`config.mk`:
```
export PLATFORM = sky130hd
export DESIGN_NAME = fifo_stream_reader
export DESIGN_NICKNAME = d
export VERILOG_FILES = /design/src/rtl/fifo_stream_reader_pkg.sv /design/src/rtl/fifo_stream_reader_buf.sv /design/src/rtl/fifo_stream_reader.sv
export SDC_FILE = /design/constraint.sdc
export NUM_CORES = 1
export LEC_CHECK = 0
export ABC_AREA = 1
export CAP_MARGIN = 10
export CORE_ASPECT_RATIO = 1.1
export CORE_MARGIN = 4
export CORE_UTILIZATION = 47
export CTS_CLUSTER_SIZE = 10
export DETAILED_ROUTE_END_ITERATION = 8
export PLACE_DENSITY = 0.78
export SETUP_SLACK_MARGIN = 0.15
export SLEW_MARGIN = 30
export SYNTH_ARGS = -nofsm -noshare
export SYNTH_HDL_FRONTEND = slang
export SYNTH_SLANG_ARGS = --single-unit
```
`constraint.sdc`:
```
create_clock -name clk -period 3.6 [get_ports clk]
set_input_delay 0.72 -clock clk [delete_from_list [all_inputs] [get_ports clk]]
set_output_delay 0.72 -clock clk [all_outputs]
set_load 0.02 [all_outputs]
```
`src/rtl/fifo_stream_reader_pkg.sv`:
```
// Shared types and constants for the FIFO stream reader.
// Optional statistics counters are enabled with FIFO_STREAM_READER_STATS_EN.
package fifo_stream_reader_pkg;

  localparam int unsigned BUF_DEPTH      = 3;
  localparam int unsigned DEF_FIFO_WIDTH = 16;
  localparam int unsigned DEF_CNT_WIDTH  = 32;

  typedef enum logic [1:0] {
    IDLE = 2'd0,
    RUN  = 2'd1,
    HOLD = 2'd2
  } state_t;

  // Map buffered + in-flight occupancy onto the reader state.
  function automatic state_t level_state(input logic [2:0] level);
    if (level == 3'd0)
      return IDLE;
    else if (level >= 3'(BUF_DEPTH))
      return HOLD;
    else
      return RUN;
  endfunction

endpackage

```
`src/rtl/fifo_stream_reader_buf.sv`:
```
// 3-entry in-order skid queue between the FIFO read port and the stream.
// Pointers wrap 2 -> 0; push into a full queue is prevented by the caller.
module fifo_stream_reader_buf
  import fifo_stream_reader_pkg::*;
#(
  parameter int unsigned WIDTH = DEF_FIFO_WIDTH
) (
  input  logic             clk,
  input  logic             rst_n,
  input  logic             i_push,
  input  logic [WIDTH-1:0] i_data,
  input  logic             i_pop,
  output logic [1:0]       o_count,
  output logic [WIDTH-1:0] o_head
);

  logic [WIDTH-1:0] r_mem [BUF_DEPTH];
  logic [1:0]       r_wr_ptr;
  logic [1:0]       r_rd_ptr;
  logic [1:0]       r_count;

  function automatic logic [1:0] ptr_inc(input logic [1:0] p);
    return (p == 2'(BUF_DEPTH - 1)) ? 2'd0 : p + 2'd1;
  endfunction

  // Storage, pointers and occupancy; push and pop in the same cycle keep count.
  always_ff @(posedge clk or negedge rst_n) begin
    if (!rst_n) begin
      r_mem    <= '{default: '0};
      r_wr_ptr <= '0;
      r_rd_ptr <= '0;
      r_count  <= '0;
    end else begin
      if (i_push) begin
        r_mem[r_wr_ptr] <= i_data;
        r_wr_ptr        <= ptr_inc(r_wr_ptr);
      end
      if (i_pop)
        r_rd_ptr <= ptr_inc(r_rd_ptr);
      case ({i_push, i_pop})
        2'b10:   r_count <= r_count + 2'd1;
        2'b01:   r_count <= r_count - 2'd1;
        default: r_count <= r_count;
      endcase
    end
  end

  assign o_count = r_count;
  assign o_head  = r_mem[r_rd_ptr];

endmodule

```
`src/rtl/fifo_stream_reader.sv`:
```
// Reads words from a FIFO and presents them as a valid/ready stream.
// Macro FIFO_STREAM_READER_STATS_EN enables rd_words/uf_count; otherwise both are 0.
module fifo_stream_reader
  import fifo_stream_reader_pkg::*;
#(
  parameter int unsigned FIFO_WIDTH = DEF_FIFO_WIDTH,
  parameter int unsigned CNT_WIDTH  = DEF_CNT_WIDTH
) (
  input  logic                  clk,
  input  logic                  rst_n,
  output logic                  rd_en,
  input  logic [FIFO_WIDTH-1:0] data_out,
  input  logic                  empty,
  input  logic                  underflow,
  output logic [FIFO_WIDTH-1:0] m_data,
  output logic                  m_valid,
  input  logic                  m_ready,
  input  logic                  err_clr,
  output logic                  err_underflow,
  output logic [CNT_WIDTH-1:0]  rd_words,
  output logic [CNT_WIDTH-1:0]  uf_count
);

  state_t     r_state;
  logic       r_inflight;
  logic       r_err;
  logic [1:0] w_count;
  logic [2:0] w_level;
  logic [2:0] w_level_nxt;
  logic       w_push;
  logic       w_pop;
  logic       w_uf_evt;

  // Occupancy counts the in-flight read so the queue can never overflow.
  assign w_level  = {1'b0, w_count} + {2'b00, r_inflight};
  // Reset gates the request so no read is seen before the first edge after release.
  assign rd_en    = rst_n & ~empty & (r_state != HOLD) & (w_level < 3'(BUF_DEPTH));
  assign w_uf_evt = r_inflight & underflow;
  assign w_push   = r_inflight & ~underflow;
  assign m_valid  = (w_count != 2'd0);
  assign w_pop    = m_valid & m_ready;
  assign w_level_nxt = {1'b0, w_count} + {2'b00, w_push} - {2'b00, w_pop} + {2'b00, rd_en};

  fifo_stream_reader_buf #(
    .WIDTH (FIFO_WIDTH)
  ) u_buf (
    .clk     (clk),
    .rst_n   (rst_n),
    .i_push  (w_push),
    .i_data  (data_out),
    .i_pop   (w_pop),
    .o_count (w_count),
    .o_head  (m_data)
  );

  // Track the outstanding read and derive state from next-cycle occupancy.
  always_ff @(posedge clk or negedge rst_n) begin
    if (!rst_n) begin
      r_inflight <= 1'b0;
      r_state    <= IDLE;
    end else begin
      r_inflight <= rd_en;
      r_state    <= level_state(w_level_nxt);
    end
  end

  // Sticky underflow flag; a new underflow wins over a clear in the same cycle.
  always_ff @(posedge clk or negedge rst_n) begin
    if (!rst_n)
      r_err <= 1'b0;
    else if (w_uf_evt)
      r_err <= 1'b1;
    else if (err_clr)
      r_err <= 1'b0;
  end

  assign err_underflow = r_err;

`ifdef FIFO_STREAM_READER_STATS_EN
  logic [CNT_WIDTH-1:0] r_rd_words;
  logic [CNT_WIDTH-1:0] r_uf_count;

  // Free-running statistics counters, wrapping modulo 2^CNT_WIDTH.
  always_ff @(posedge clk or negedge rst_n) begin
    if (!rst_n) begin
      r_rd_words <= '0;
      r_uf_count <= '0;
    end else begin
      if (w_pop)
        r_rd_words <= r_rd_words + 1'b1;
      if (w_uf_evt)
        r_uf_count <= r_uf_count + 1'b1;
    end
  end

  assign rd_words = r_rd_words;
  assign uf_count = r_uf_count;
`else
  assign rd_words = '0;
  assign uf_count = '0;
`endif

endmodule
```
==> reports/results.ini <==
[synthesis]
synth_edf_count = 0
syn_inst = 411
synth_area_leaders = dfrtp_1, nand2_1, buf_4
yosysWarnings = 0
synth-async-reset-ratio_pct = 100.0
yosysTopAreaCellShare_pct = 44.12
synth_seq_cells = 58
syn_avg_cell_area_sq_um = 8.003
ys_seq_area_share_pct = 44.12
syn_area_sq_um = 3289
netlist_top_cells_count = nand2_1, buf_4, nand3_1
synth_most_common_cell = nand2_1
yosysTopAreaCell = dfrtp_1
ys_types = 20
synth_ff_type = dfrtp_1

[sta]
rsz0062_at_grt = no
fin_crit_sh_pct = 85.63
hold_viol = 0
setup_viol = 0
final_max_slew_viol_count = 0
setup_tns_ns = 0
fmax_ghz = 0.3244
fin_skew_ns = 0.009467
holdWs_ns = 0.4706
slew-limit-headroom_pct = 42.86
finalCriticalPeriod_ns = 3.083
tightest_slew_ns = 0.8562

[pwr]
peakVddDrop_uv = 418.0
power.density_nw_per_um2 = 893.4
p_leak_nw = 2.002

[min_path]
hold_class = register to register

[floorplanning]
start_util_pct = 49.02
die_h_um = 95.74
die_w_um = 87.77
core_sq_um = 6710
dieArea_sq_um = 8403
rows = 31
io-pin-count = 105

[worst_setup_path]
crit_slowest_cell = nor2_2
worst_ep_arrival_time_ns = 2.36
cpPeakStageDelay_ns = 0.68
worst-setup-path-type = register to output port
endpoint_kind = output port
crit_buf_inv = 1
crit_family = simple AND/OR/NAND/NOR gates
required_ns = 2.88
crit_path_cell_trace = nor2_2 > nand2_1 > nand3_1 > clkdlybuf4s50_1
setup.worst_path.start_class = register
cp_max_fo = 17

[job]
maxCapViolations = 0

[layout]
nNetsFinal = 477
syn2layout_area_growth_pct = 12.40
drive_gt1_share_pct = 7.048
diodes = 0

[global_route]
gr-total-overflow = 0
grt_pass1_wl_mm = 11.27
track_usage_pct = 17.34
grt_pass1_vias = 2360
antenna_found_initial = 0
grt_max_degree = 59

[detailed_routing]
vias_per_cell = 4.705
drt-initial-drc-count = 248
first_pass_iters = 4
via_count = 2522
wl_per_cell_um = 12.91
ant_nets = 0
routed_wl_mm = 6.920
drc = 0

[cts]
clock_latency_ns = 0.34
clk_pin_slew_ns = 0.07
clockBufferDepth = 2
htreeDepth = 3
cts_resized = 0
ctsRootBufferMaster = clkbuf_8
clock-sinks = 58
cts_hold_buffers = 0
cts_tree = built
cts_setup_buffers = 0
cts_buffers = 9

[place]
place_congestion = 0.7335
place_hpwl_mm = 4.526
io_buffers = 40

[run_status]
status = completed

-- registers in the layout (all words and copies together), names as in the netlist --
name            cells
u_buf.r_wr_ptr      2
u_buf.o_count       2
r_inflight          1
err_underflow       1
u_buf.r_mem        48
r_state             2
u_buf.r_rd_ptr      2
-- layer usage --
metal | wire length (um) | up-vias | GRT usage, %
li1 | - | 1241 | -
met1 | 2873 | 1177 | 22.40
met2 | 3455 | 95 | 28.27
met3 | 488 | 9 | 3.682
met4 | 102 | 0 | 7.161
met5 | 0 | - | 0
-- power by group --
part,switching (W),internal [W]
logic,0.000925,0.000547
registers,0.000183,0.000945
clock network,0.000257,0.000445
-- layout make-up --
cell class / count / area (sq um)
Tap cell: 82 / 102.6
Clock buffer: 12 / 165.2
Sequential cell: 58 / 1451
Clock inverter: 4 / 72.57
Multi-Input combinational cell: 320 / 1428
Timing Repair Buffer: 42 / 410.4
Inverter: 18 / 67.56
Fill cell: 618 / 3013
-- through the flow --
stage / total power (W) / std cells / instance area, sq um / utilization [%] / setup WS (ns)
floorplan: 0.002143 / 474 / 3526 / - / 1.008
global placement: 0.002567 / 520 / 3460 / 51.56 / 0.6488
detailed placement: 0.002620 / 520 / 3460 / 51.56 / 0.5942
CTS: 0.003328 / 536 / 3697 / 55.10 / 0.5099
global route: 0.003544 / 536 / 3697 / 55.10 / 0.3807
finish: 0.003303 / 536 / 3697 / 55.10 / 0.5173
-- worst register-to-register path, cell delays in order (launching register included) --
cell     delay [ns]
dfrtp_1        0.42
ha_1           0.20
ha_1           0.26
nand2_1        0.06
inv_1          0.05
nor2_1         0.10
nand3_1        0.11
fa_1           0.45
fa_1           0.45
or2_2          0.29
nand3_1        0.09
nor2_1         0.05
-- final timing paths --
check | start | endpoint | slack, ns | depth (start not counted)
min | u_buf.r_mem[27] | u_buf.r_mem[27] | 0.47 | 2
max | u_buf.r_rd_ptr[1] | m_data[5] | 0.52 | 4
max in group asynchronous | rst_n | u_buf.r_mem[40] | 2.58 | 2
min reg2reg | u_buf.r_mem[27] | u_buf.r_mem[27] | 0.47 | 2
min in group asynchronous | rst_n | u_buf.r_mem[4] | 0.53 | 2
max reg2reg | u_buf.o_count[0] | r_state[0] | 0.97 | 11
-- placed cells by master, fill, tap and decap left out --
master           Yosys  layout
conb_1               1      64
nand2_1            162     162
clkdlybuf4s50_1      0      39
buf_2                7       1
clkbuf_8             0      12
nand3_1             67      67
xnor2_1              1       1
nand4_1              1       1
clkinvlp_4           0       1
dfrtp_1             58      58
inv_2                2       2
ha_1                 4       4
fa_1                 2       2
nor2_4               4       4
o21ai_0              3       3
bufinv_16            0       2
buf_4               68       2
clkinv_2             0       1
nor3_1               1       1
nor2_2               3       3
nand2_4              3       3
or2_2                1       1
inv_1               16      16
nor2_1               4       4
-- kinds of logic after synthesis --
family | share of synthesized area, %
simple gates | 32.64
buf+inv | 19.67
flops | 44.12
fa+ha+maj | 2.739
compound gates | 0.4563
xor+xnor | 0.2663
other cells | 0.1140
Note: power is estimated with default switching activity, not from simulation.
